## src/rtl/coord_gpio_tx.sv

```systemverilog
// coord_gpio_tx: serializes a latched X/Y pair onto a 10-bit GPIO bus, X on the strobe
// rising edge and Y on the falling edge, with programmable setup/hold spacing.
module coord_gpio_tx #(
  parameter int SETUP_CYCLES = 4,
  parameter int HOLD_CYCLES  = 4
) (
  input  logic       clk,
  input  logic       rst_n,
  input  logic [9:0] i_x,
  input  logic [9:0] i_y,
  input  logic       i_valid,
  output logic       o_ready,
  output logic [9:0] o_gpio_data,
  output logic       o_gpio_strobe,
  output logic       o_frame_done
);
  localparam logic [2:0] IDLE    = 3'd0;
  localparam logic [2:0] X_SETUP = 3'd1;
  localparam logic [2:0] X_HOLD  = 3'd2;
  localparam logic [2:0] Y_SETUP = 3'd3;
  localparam logic [2:0] Y_HOLD  = 3'd4;
  localparam logic [7:0] SETUP_LD = 8'(SETUP_CYCLES - 1);
  localparam logic [7:0] HOLD_LD  = 8'(HOLD_CYCLES - 1);
  logic [2:0] r_state;
  logic [7:0] r_cnt;
  logic [9:0] r_y;
  logic [9:0] r_data;
  logic       r_strobe;
  logic       r_done;
  logic       w_idle;
  logic       w_zero;
  assign w_idle        = r_state == IDLE;
  assign w_zero        = r_cnt == 8'd0;
  assign o_ready       = w_idle;
  assign o_gpio_data   = r_data;
  assign o_gpio_strobe = r_strobe;
  assign o_frame_done  = r_done;
  // each phase loads its length minus one and leaves once the counter reaches zero
  always_ff @(posedge clk or negedge rst_n) begin
    if (!rst_n) begin
      r_state  <= IDLE;
      r_cnt    <= 8'd0;
      r_y      <= 10'd0;
      r_data   <= 10'd0;
      r_strobe <= 1'b0;
      r_done   <= 1'b0;
    end else begin
      r_done <= 1'b0;
      if (!w_idle && !w_zero) r_cnt <= r_cnt - 8'd1;
      case (r_state)
        IDLE: if (i_valid) begin
          r_state <= X_SETUP;
          r_data  <= i_x;
          r_y     <= i_y;
          r_cnt   <= SETUP_LD;
        end
        X_SETUP: if (w_zero) begin
          r_state  <= X_HOLD;
          r_strobe <= 1'b1;
          r_cnt    <= HOLD_LD;
        end
        X_HOLD: if (w_zero) begin
          r_state <= Y_SETUP;
          r_data  <= r_y;
          r_cnt   <= SETUP_LD;
        end
        Y_SETUP: if (w_zero) begin
          r_state  <= Y_HOLD;
          r_strobe <= 1'b0;
          r_cnt    <= HOLD_LD;
        end
        Y_HOLD: if (w_zero) begin
          r_state <= IDLE;
          r_done  <= 1'b1;
        end
        default: r_state <= IDLE;
      endcase
    end
  end
endmodule

```

## config.mk

```make
export PLATFORM = sky130hd
export DESIGN_NAME = coord_gpio_tx
export DESIGN_NICKNAME = d
export VERILOG_FILES = /design/src/rtl/coord_gpio_tx.sv
export SDC_FILE = /design/constraint.sdc
export NUM_CORES = 1
export LEC_CHECK = 0
export CORE_ASPECT_RATIO = 1.75
export CORE_MARGIN = 3
export CORE_UTILIZATION = 44
export DETAILED_ROUTE_END_ITERATION = 10
export GPL_ROUTABILITY_DRIVEN = 1
export PLACE_DENSITY_LB_ADDON = 0.25
export SLEW_MARGIN = 20
export SYNTH_ARGS = -nofsm -noshare
export SYNTH_HDL_FRONTEND = slang
export SYNTH_SLANG_ARGS = --single-unit
```

## constraint.sdc

```tcl
create_clock -name clk -period 1.8 [get_ports clk]
set_input_delay 0.27 -clock clk [delete_from_list [all_inputs] [get_ports clk]]
set_output_delay 0.27 -clock clk [all_outputs]
set_load 0.01 [all_outputs]
```

==> flow_summary.yaml <==
status:
  outcome: "finished with violations"
  violations: "setup timing"
critical_path:
  critical_path_required_ns: 2.02
  worst_setup_path_end_kind: "register"
  cp.arrival_ns: 2.02
  critPathKind: "register to register"
  slowest_stage: "dfrtp_1"
  cp_max_fo: 8
  slowest_delay_ns: 0.40
  cp_cell_sequence: "inv_2 > ha_4 > or3b_4 > or3_4 > a21oi_4 > nand2b_1"
  worstSetupStartpoint: "r_cnt[1]$_DFF_PN0_"
  crit_path_start_kind: "register"
  r2r_start: "r_cnt[1]$_DFF_PN0_"
timing:
  finalHoldViolCount: 0
  slew_headroom: 0.651
  tightest_slew_ns: 0.518
  finalCritPeriodShare: 1.00
  setup_viol: 1
  setup_slack_ns: -0.00122
  final.setup.tns_ns: -0.00122
  fmaxAchievable_mhz: 555
  maxSlewViolCount: 0
  rsz0062_at_grt: "yes"
  layout_min_cycle_time_ns: 1.80
  finClkSkew_ns: 0.0104
global_routing:
  overflow: 0
  grt_pass1_vias: 1370
  grt_max_degree: 34
  grt_pass1_wl_um: 6310
  grt_antenna_before_repair: 0
  track_usage: 0.196
yosys:
  synth-seq-cells: 33
  ys_top_cells_by_count: "dfrtp_1 (33), nor2_1 (14), nand2b_1 (12)"
  synth.top_cell.area_share: 0.536
  yosys-top-cells-area: "dfrtp_1 (54%), mux2_2 (7.3%), o221a_2 (7.3%), nand2b_1 (4.9%), nor2_1 (3.4%)"
  synth-main-ff-cell: "dfrtp_1"
  syn-num-nets: 154
  syn_inst: 129
  synth_cell_types: 35
  synth_edf_count: 0
  yosysWarningCount: 0
  synthArstFlopShare: 1.00
  synth_seq_area_share: 0.536
  synth_most_common_cell: "dfrtp_1"
  synth_area_per_cell_um2: 11.9
  yosysTopAreaCell: "dfrtp_1"
  netlist_area_um2: 1540
clocking:
  insertion_delay_ns: 0.29
  cts_max_level: 2
  clk_pin_slew_ns: 0.07
  tritoncts: "built"
  cts_buffers: 5
  clock-root-buffer: "clkbuf_8"
  cts_sinks: 33
  clk_path_buf_depth: 2
  hold_buffers: 0
final_layout:
  area_growth_pct: 45.3
  final_cells: 234
  nFillCells: 262
  drive_gt1_frac: 0.325
  antennaDiodeCount: 0
  design_area_um2: 2240
  nets: 215
floorplan:
  core_um2: 3240
  fp.dieH_um: 84.3
  initial_core_util: 0.475
  die_x_um: 50.7
  rows: 27
  die-area_um2: 4270
  ioPinCount: 36
drt:
  drt-initial-drc-count: 31
  routed_wl_um: 3830
  drc: 0
  first_pass_iters: 4
  num_vias: 1268
  vias_per_cell: 5.42
  wl_per_cell_um: 16.4
  antenna_left: 0
placed_design:
  place_area_um2: 2090
  placedCellCount: 221
  hpwl_um: 2730
  dpl_worst_slack_ns: -0.0801
  port_buffers: 35
  place_congestion: 0.867
job:
  maxCapViolCount: 0
pwr:
  finalPower_mw: 3.75
  power_leakage_nw: 0.949
  power_density_nw_per_um2: 1680
  ir_drop_mv: 1.23
hold_path:
  hold_path_class: "primary input to asynchronous set/reset pin"
power breakdown:
group,internal [mW],switching [mW]
sequential,1.08,0.195
combinational,1.11,0.837
clock,0.268,0.264
total,2.45,1.30
registers in the layout, indices dropped and copies added, names as in the netlist:
name	count
o_frame_done	1
o_gpio_data	10
o_gpio_strobe	1
r_cnt	8
r_state	3
r_y	10
layout by cell type, fill, tap and decap left out, drive strengths merged, types with 2 or more instances in the layout:
cell / count
a21oi: 2
clkbuf: 6
nor3: 2
or3: 4
mux2i: 2
xnor2: 4
clkdlybuf4s50: 34
o221a: 10
ha: 2
nand2: 4
nand2b: 12
buf: 24
nand3: 3
dfrtp: 33
nor3b: 2
mux2: 10
o21ai: 2
inv: 4
nor2: 14
o31ai: 2
clkinv: 2
critical path, delay by kind of cell, from the launching register on:
kind,cells,cell delay (ns)
and+or+nand+nor,3,0.88
DFF,1,0.40
adders and majority gates,1,0.14
AOI/OAI and AO/OA,1,0.23
buffers and inverters,1,0.09
area by class of cell:
class / instances / area, um2 / area share
clock buffers: 6 / 72.6 / 0.0324
clock inverters: 2 / 10.0 / 0.00447
inverters: 4 / 15.0 / 0.00671
multi-input cells: 87 / 707 / 0.316
flip-flops and latches: 33 / 826 / 0.369
well taps: 43 / 53.8 / 0.0240
repair buffers: 59 / 554 / 0.248
metal layers:
metal	GRT usage	up-vias	routed length, um
li1	-	585	-
met1	0.192	633	1410
met2	0.377	44	2230
met3	0.0373	6	117
met4	0.0858	0	67
met5	0	-	0
path summary, 6_finish.rpt:
path	end	slack, ns	cells past startpoint
max	r_cnt[0]$_DFF_PN0_	-0.001	6
min	r_y[4]$_DFFE_PN0P_	0.40	2
max reg2reg	r_cnt[0]$_DFF_PN0_	-0.001	6
min reg2reg	r_y[3]$_DFFE_PN0P_	0.51	1
max in group asynchronous	r_cnt[0]$_DFF_PN0_	1.11	2
min in group clk	r_y[3]$_DFFE_PN0P_	0.51	1
metrics by stage:
| stage | hold WS (ns) | utilization |
|---|---|---|
| 2_1_floorplan | -0.0256 | - |
| 3_3_place_gp | 0.490 | 0.645 |
| 3_5_place_dp | 0.500 | 0.645 |
| 4_1_cts | 0.413 | 0.681 |
| 5_1_grt | 0.427 | 0.690 |
| 6_report | 0.398 | 0.690 |
logic make-up (layout without fill, tap and decap cells):
family	after synthesis	count (layout)	synth area share
XOR/XNOR	5	5	0.0284
flip-flops	33	33	0.536
adder cells (fa/ha/maj)	2	2	0.0162
AND/OR/NAND/NOR	46	46	0.171
multiplexers	12	12	0.0861
AO/OA/AOI/OAI	22	22	0.134
buffers and inverters	9	71	0.0284
repair_timing:
action | CTS | global route
gates resized for setup | 5 | 4
endpoints found under the hold margin | 0 | 0
gates cloned | 0 | 0
pin swaps | 7 | 4
buffers inserted | 3 | 2
setup endpoints to repair | 10 | 11
(Power assumes the default switching activity.)
